--- src/rtl/rv_pkg.sv ---
// Shared RV32I encoding definitions.
// Instruction class codes and base opcodes.
package rv_pkg;

  typedef enum logic [3:0] {
    CLS_LOAD   = 4'd0,
    CLS_STORE  = 4'd1,
    CLS_RTYPE  = 4'd2,
    CLS_BRANCH = 4'd3,
    CLS_ITYPE  = 4'd4,
    CLS_JAL    = 4'd5,
    CLS_JALR   = 4'd6,
    CLS_LUI    = 4'd7,
    CLS_AUIPC  = 4'd8,
    CLS_SYSTEM = 4'd9
  } cls_e;

  localparam logic [6:0] OP_LOAD   = 7'b0000011;
  localparam logic [6:0] OP_STORE  = 7'b0100011;
  localparam logic [6:0] OP_RTYPE  = 7'b0110011;
  localparam logic [6:0] OP_BRANCH = 7'b1100011;
  localparam logic [6:0] OP_ITYPE  = 7'b0010011;
  localparam logic [6:0] OP_JAL    = 7'b1101111;
  localparam logic [6:0] OP_JALR   = 7'b1100111;
  localparam logic [6:0] OP_LUI    = 7'b0110111;
  localparam logic [6:0] OP_AUIPC  = 7'b0010111;
  localparam logic [6:0] OP_SYSTEM = 7'b1110011;

  typedef enum logic {
    ST_IDLE  = 1'b0,
    ST_WRITE = 1'b1
  } enc_st_e;

endpackage

--- src/rtl/imm_pack.sv ---
// Combinational RV32I field packer.
// Builds the 32-bit word and flags illegal class/immediate.
module imm_pack
  import rv_pkg::*;
(
  input  logic [3:0]  cls,
  input  logic [2:0]  funct3,
  input  logic        funct7b5,
  input  logic [4:0]  rd,
  input  logic [4:0]  rs1,
  input  logic [4:0]  rs2,
  input  logic [31:0] imm,
  output logic [31:0] word,
  output logic        illegal
);

  logic shift;
  assign shift = (funct3 == 3'b001) || (funct3 == 3'b101);

  always_comb begin
    word    = '0;
    illegal = 1'b0;
    unique case (cls)
      CLS_LOAD:
        word = {imm[11:0], rs1, funct3, rd, OP_LOAD};
      CLS_STORE:
        word = {imm[11:5], rs2, rs1, funct3,
                imm[4:0], OP_STORE};
      CLS_RTYPE:
        word = {1'b0, funct7b5, 5'b0, rs2, rs1,
                funct3, rd, OP_RTYPE};
      CLS_BRANCH: begin
        word = {imm[12], imm[10:5], rs2, rs1, funct3,
                imm[4:1], imm[11], OP_BRANCH};
        illegal = imm[0];
      end
      CLS_ITYPE: begin
        // shifts carry shamt in imm[4:0]; srai sets bit 30
        if (shift)
          word = {1'b0, funct3[2] & funct7b5, 5'b0,
                  imm[4:0], rs1, funct3, rd, OP_ITYPE};
        else
          word = {imm[11:0], rs1, funct3, rd, OP_ITYPE};
      end
      CLS_JAL: begin
        word = {imm[20], imm[10:1], imm[11],
                imm[19:12], rd, OP_JAL};
        illegal = imm[0];
      end
      CLS_JALR:
        word = {imm[11:0], rs1, funct3, rd, OP_JALR};
      CLS_LUI:
        word = {imm[31:12], rd, OP_LUI};
      CLS_AUIPC:
        word = {imm[31:12], rd, OP_AUIPC};
      CLS_SYSTEM:
        word = {imm[11:0], rs1, funct3, rd, OP_SYSTEM};
      default:
        illegal = 1'b1;
    endcase
  end

endmodule

--- src/rtl/instr_enc.sv ---
// Instruction encoder: packs fields and writes words
// sequentially into IMEM via a held-until-ack write.
module instr_enc
  import rv_pkg::*;
(
  input  logic        clk,
  input  logic        rst_n,
  input  logic        start,
  input  logic [31:0] base_addr,
  input  logic        in_valid,
  output logic        in_ready,
  input  logic [3:0]  in_cls,
  input  logic [2:0]  in_funct3,
  input  logic        in_funct7b5,
  input  logic [4:0]  in_rd,
  input  logic [4:0]  in_rs1,
  input  logic [4:0]  in_rs2,
  input  logic [31:0] in_imm,
  output logic        imem_we,
  output logic [31:0] imem_addr,
  output logic [31:0] imem_wdata,
  input  logic        imem_ack,
  output logic [15:0] count,
  output logic        err
);

  enc_st_e     st, st_nx;
  logic [31:0] addr_nx, wdata_nx;
  logic [15:0] count_nx;
  logic        err_nx;
  logic [31:0] word;
  logic        illegal;

  imm_pack u_pack (
    .cls      (in_cls),
    .funct3   (in_funct3),
    .funct7b5 (in_funct7b5),
    .rd       (in_rd),
    .rs1      (in_rs1),
    .rs2      (in_rs2),
    .imm      (in_imm),
    .word     (word),
    .illegal  (illegal)
  );

  assign in_ready = (st == ST_IDLE);
  assign imem_we  = (st == ST_WRITE);

  always_comb begin
    st_nx    = st;
    addr_nx  = imem_addr;
    wdata_nx = imem_wdata;
    count_nx = count;
    err_nx   = err;
    if (start) begin
      st_nx    = ST_IDLE;
      addr_nx  = base_addr;
      count_nx = '0;
      err_nx   = 1'b0;
    end else begin
      unique case (st)
        ST_IDLE: begin
          if (in_valid) begin
            if (illegal) begin
              err_nx = 1'b1;
            end else begin
              wdata_nx = word;
              st_nx    = ST_WRITE;
            end
          end
        end
        ST_WRITE: begin
          if (imem_ack) begin
            addr_nx = imem_addr + 32'd4;
            if (count != 16'hFFFF)
              count_nx = count + 16'd1;
            st_nx = ST_IDLE;
          end
        end
        default: st_nx = ST_IDLE;
      endcase
    end
  end

  always_ff @(posedge clk or negedge rst_n) begin
    if (!rst_n) begin
      st         <= ST_IDLE;
      imem_addr  <= '0;
      imem_wdata <= '0;
      count      <= '0;
      err        <= 1'b0;
    end else begin
      st         <= st_nx;
      imem_addr  <= addr_nx;
      imem_wdata <= wdata_nx;
      count      <= count_nx;
      err        <= err_nx;
    end
  end

endmodule

--- config.mk ---
export PLATFORM = sky130hd
export DESIGN_NAME = instr_enc
export DESIGN_NICKNAME = d
export VERILOG_FILES = /design/src/rtl/rv_pkg.sv /design/src/rtl/imm_pack.sv /design/src/rtl/instr_enc.sv
export SDC_FILE = /design/constraint.sdc
export NUM_CORES = 1
export LEC_CHECK = 0
export CORE_UTILIZATION = 40
export CTS_BUF_LIST = sky130_fd_sc_hd__clkbuf_8
export CTS_CLUSTER_SIZE = 8
export DETAILED_ROUTE_END_ITERATION = 16
export MAX_ROUTING_LAYER = met4
export PLACE_DENSITY = 0.8
export SLEW_MARGIN = 20
export SYNTH_ARGS = -nofsm -noshare
export SYNTH_HDL_FRONTEND = slang
export SYNTH_SLANG_ARGS = --single-unit
--- constraint.sdc ---
create_clock -name clk -period 2.6 [get_ports clk]
set_clock_uncertainty 0.15 [all_clocks]
set_input_delay 0.52 -clock clk [delete_from_list [all_inputs] [get_ports clk]]
set_output_delay 0.52 -clock clk [all_outputs]
set_load 0.03 [all_outputs]
# == After elaboration in Yosys (flattened, before gate mapping) ==
# Index checks and enable logic that the tools add are counted.
# word_totals
ff_bits,82
out_inout_bits,83
elab_cells,56
input_bits,92
# op_classes
muxes,19
n_addsub,2
n_eq_ne,13
n_bitwise,4
n_reduce_logical,13
# ops
cell,count
$pmux 32 s10,1
$mux 32,4
$mux 16,4
$add 32x3->32 const B,1
$add 16x1->16 const B,1
$eq 4x3->1 const B,4
$ne 16x16->1 const B,1
$reduce_bool 2->1,5
$eq 4x2->1 const B,2
$eq 4x4->1 const B,2
$mux 1,8
$reduce_or 8->1,1
$reduce_and 3->1,2
$eq 4x1->1 const B,1
$logic_not 4->1,1
$pmux 1 s2,2
$reduce_and 4->1,1
$eq 3x1->1 const B,1
$eq 3x3->1 const B,1
$not 1->1,3
$ne 2x2->1 const B,1
$reduce_and 2->1,1
$reduce_or 2->1,1
$and 1x1->1,1
$logic_or 1x1->1,1

# == Logic depth before layout (Yosys ltp) ==
# logic_depth
ltp_word,7
mapped_depth,7

# == Modules after synthesis ==
# A second synthesis with hierarchy kept.
# unflattened
cells_unflattened,535
hier_area_um2,5039.8
# modules_own_cells
mod,cells_each,area_per_inst_um2,seq_area_each_um2,n_inst
instr_enc,384,4092.7,2052.0,1
imm_pack,151,947.2,0.0,1

# == Worst setup path after synthesis ==
# OpenSTA, ideal clock, no wires.
# synth_timing
kind,register to register
start,register st (netlist: imem_we)
end,register imem_addr[23]
arrival_ps,1749
setup_ps,125
setup_slack_ps,576
path_stages_with_launch,7
path_cell_list,dfrtp_1 buf_2 nand4_4 nor4_4 nand3_1 xnor2_1 mux2_2
# synth_via
elab_chain_cells,2
# synth_rtl
item,line_no,text
from (decl),instr_enc.sv:27,"enc_st_e st, st_nx;"
from (signal assigned),instr_enc.sv:93,st <= st_nx;
$reduce_bool 2->1 (no line),n/a,
$reduce_and 2->1 (no line),n/a,
to (signal assigned),instr_enc.sv:94,imem_addr <= addr_nx;
to (decl),instr_enc.sv:20,"output logic [31:0] imem_addr,"
# Every way passes these cells.
# A chain may end at the register's enable or synchronous reset.

# == Worst setup path after layout ==
# layout_timing
start,register st (netlist: imem_we)
end,output imem_we
# layout_rtl
item,line_no,text
to (decl),instr_enc.sv:19,"output logic imem_we,"
# No word-level cell between the ends.

==> results.ini <==
[pwr]
p_per_area_mw_per_mm2=531.4
switchingPower_uw=1160
pwr-share-comb_pct=30.8
swShare_pct=32.40
p_leak_uw=0.002691
max-vdd-ir-drop_uv=293.2
seqPwrFrac_pct=42.4
pwr-share-clk_pct=26.9
internal-power_uw=2420
p_total_uw=3580

[grt]
track_usage_pct=22.33
grt_overflow=0
grt_pass1_wl_um=20040
grt_antenna_before_repair=0
grt_max_degree=48
grt_pass1_vias=4301

[setup_path]
crit_path_end_kind=primary output
crit_path_max_incr_delay_ns=0.75
critPathBufInv=1
crit_path_cell_trace=clkdlybuf4s50_1
start_kind=flip-flop
crit_type=reg2out
crit_slowest_cell=clkdlybuf4s50_1
worst_ep_arrival_time_ns=1.70
cp_max_fo=11
cp.required_ns=1.93
cpLargestDelayFamily=buffers and inverters

[synth]
synthCells=497
ys_types=59
syn_area_mm2=0.004528
async_reset_ff_share_pct=100.0
ys_seq_elements=81
syn_nets=591
synth_edf_count=0
syn_area_per_cell_um2=9.111
synth_ff_type=dfrtp_1
yosys_warnings=0
yosysSeqAreaShare_pct=44.76

[place]
place_hpwl_um=9456
gp_congestion=0.8984
port_buffers=174

[job]
drv_cap=0

[clock_tree]
cts-htree-levels=3
cts_tree=built
cts_sinks=81
ctsHoldBuffers=0
cts_root_buf=clkbuf_8
numCtsBuffers=9
postCtsSetupBuffers=0
cts_max_path_buffers=2
cts-resized-gates=0
clock_latency_ns=0.35
clk_pin_slew_ns=0.09

[layout]
nets=772
area_delta_synth_final_pct=48.77
antenna_cells=0
drive_gt1_share_pct=9.224

[route]
first_iter_violations=219
via_per_inst=5.258
wl_um=12470
detail_route.wl_per_cell_um=15.15
ant_nets=0
num_vias=4327
drt_pre_antenna_iters=4
drc=0

[die]
initial_core_util_pct=41.41
die_w_um=108.4
fp.dieArea_mm2=0.01175
die_h_um=108.4
num_rows=38
core_area_mm2=0.01094
io_pins=175

[timing]
setup_tns_ns=0
fin_crit_ns=2.365
slew_headroom_pct=59.34
hold_viol_final=0
drv_slew=0
fmax_ghz=0.4228
worst_pin_slew_ns=0.6100
finalSetupViolCount=0
period_share_pct=90.97
rsz0062_at_grt=false

[status]
outcome=completed

[worst_hold_path]
hold_class=in2async

## metal layers
layer	up-vias	track usage (%)	wire length [um]
li1	2109	-	-
met5	-	-	0
met1	2048	27.39	5437
met2	149	37.35	6082
met4	0	8.880	267
met3	21	2.833	680
## flip-flops by register name, indices dropped and copies added, names as in the netlist
register	count
imem_addr	32
imem_wdata	31
count	16
err	1
imem_we	1
## cell usage after synthesis, drive strengths merged, types with 11 or more instances
master | number | area, um2
nor2 | 32 | 120.1
nor2b | 14 | 90.09
a21oi | 15 | 78.83
and3 | 11 | 68.82
nand3 | 19 | 117.6
clkbuf | 15 | 56.30
nand4 | 15 | 108.9
a22oi | 19 | 142.6
nand2 | 78 | 292.8
xor2 | 26 | 227.7
dfrtp | 81 | 2027
xnor2 | 17 | 148.9
buf | 12 | 71.32
o21ai | 66 | 330.3
## stage by stage
stage / cells / setup WS [ns] / cell area [um2] / util (%) / hold slack [ns]
final: 823 / 0.2347 / 6736 / 61.60 / 0.01647
after global routing: 823 / 0.1671 / 6736 / 61.60 / 0.05104
after CTS: 823 / 0.2133 / 6736 / 61.60 / 0.02772
after detailed placement: 807 / 0.06543 / 6529 / 59.70 / 0.3246
after global placement: 807 / 0.1509 / 6529 / 59.70 / 0.3140
after floorplan: 497 / 0.5760 / 4528 / - / 0.07441
## power by group through the flow
stage                     sequential [uW]  clock (uW)  combinational (uW)
after floorplan                      1800           0                 267
after detailed placement             1540           0                1110
final                                1520         962                1100
after global placement               1540           0                1090
after global routing                 1530        1040                1180
after CTS                            1520         986                1110
## worst paths after layout
check	startpoint	to	slack, ns	cells past startpoint
min in group clk	imem_wdata[7]	imem_wdata[7]	0.33	2
worst min register to register	imem_wdata[7]	imem_wdata[7]	0.33	2
worst max-delay path	imem_we	imem_we	0.23	1
worst max register to register	count[0]	count[8]	0.60	5
max in group asynchronous	rst_n	imem_wdata[1]	1.64	2
worst min-delay path	rst_n	imem_addr[10]	0.02	1
## area by class of cell
type / count / area, um2
repair buffers: 197 / 1944
fillers: 961 / 4199
clock inverters: 4 / 42.54
flip-flops and latches: 81 / 2027
clock buffers: 12 / 165.2
well taps: 140 / 175.2
inverters: 9 / 33.78
multi-input cells: 380 / 2349
## cell usage in the layout (no fill, tap or decap), types with 2 or more instances in the layout
| cell type | n |
|---|---|
| nor4_1 | 2 |
| nand3_1 | 16 |
| mux2_2 | 4 |
| buf_4 | 21 |
| nand4b_1 | 3 |
| and2_1 | 3 |
| a21oi_1 | 14 |
| xnor2_1 | 17 |
| nor3_1 | 7 |
| xor2_1 | 26 |
| mux2i_1 | 2 |
| ha_1 | 2 |
| and4_1 | 3 |
| and3_1 | 11 |
| nand4_1 | 14 |
| o21ai_0 | 63 |
| or3_1 | 2 |
| buf_12 | 3 |
| nor2b_1 | 13 |
| nand2_1 | 78 |
| nor3_2 | 3 |
| nand3_2 | 2 |
| o21ai_1 | 3 |
| a211oi_1 | 9 |
| nor2_1 | 32 |
| inv_1 | 11 |
| a22oi_1 | 19 |
| clkbuf_8 | 12 |
| dfrtp_1 | 81 |
| nand2b_1 | 5 |
| clkdlybuf4s50_1 | 172 |
## kinds of logic after synthesis
group | Yosys count | synth area share [%]
mux | 7 | 1.768
simple gates | 204 | 24.01
xor+xnor | 43 | 8.317
compound gates | 124 | 17.02
flops | 81 | 44.76
fa+ha+maj | 2 | 0.5526
buf+inv | 36 | 3.564
(Power assumes the default switching activity.)
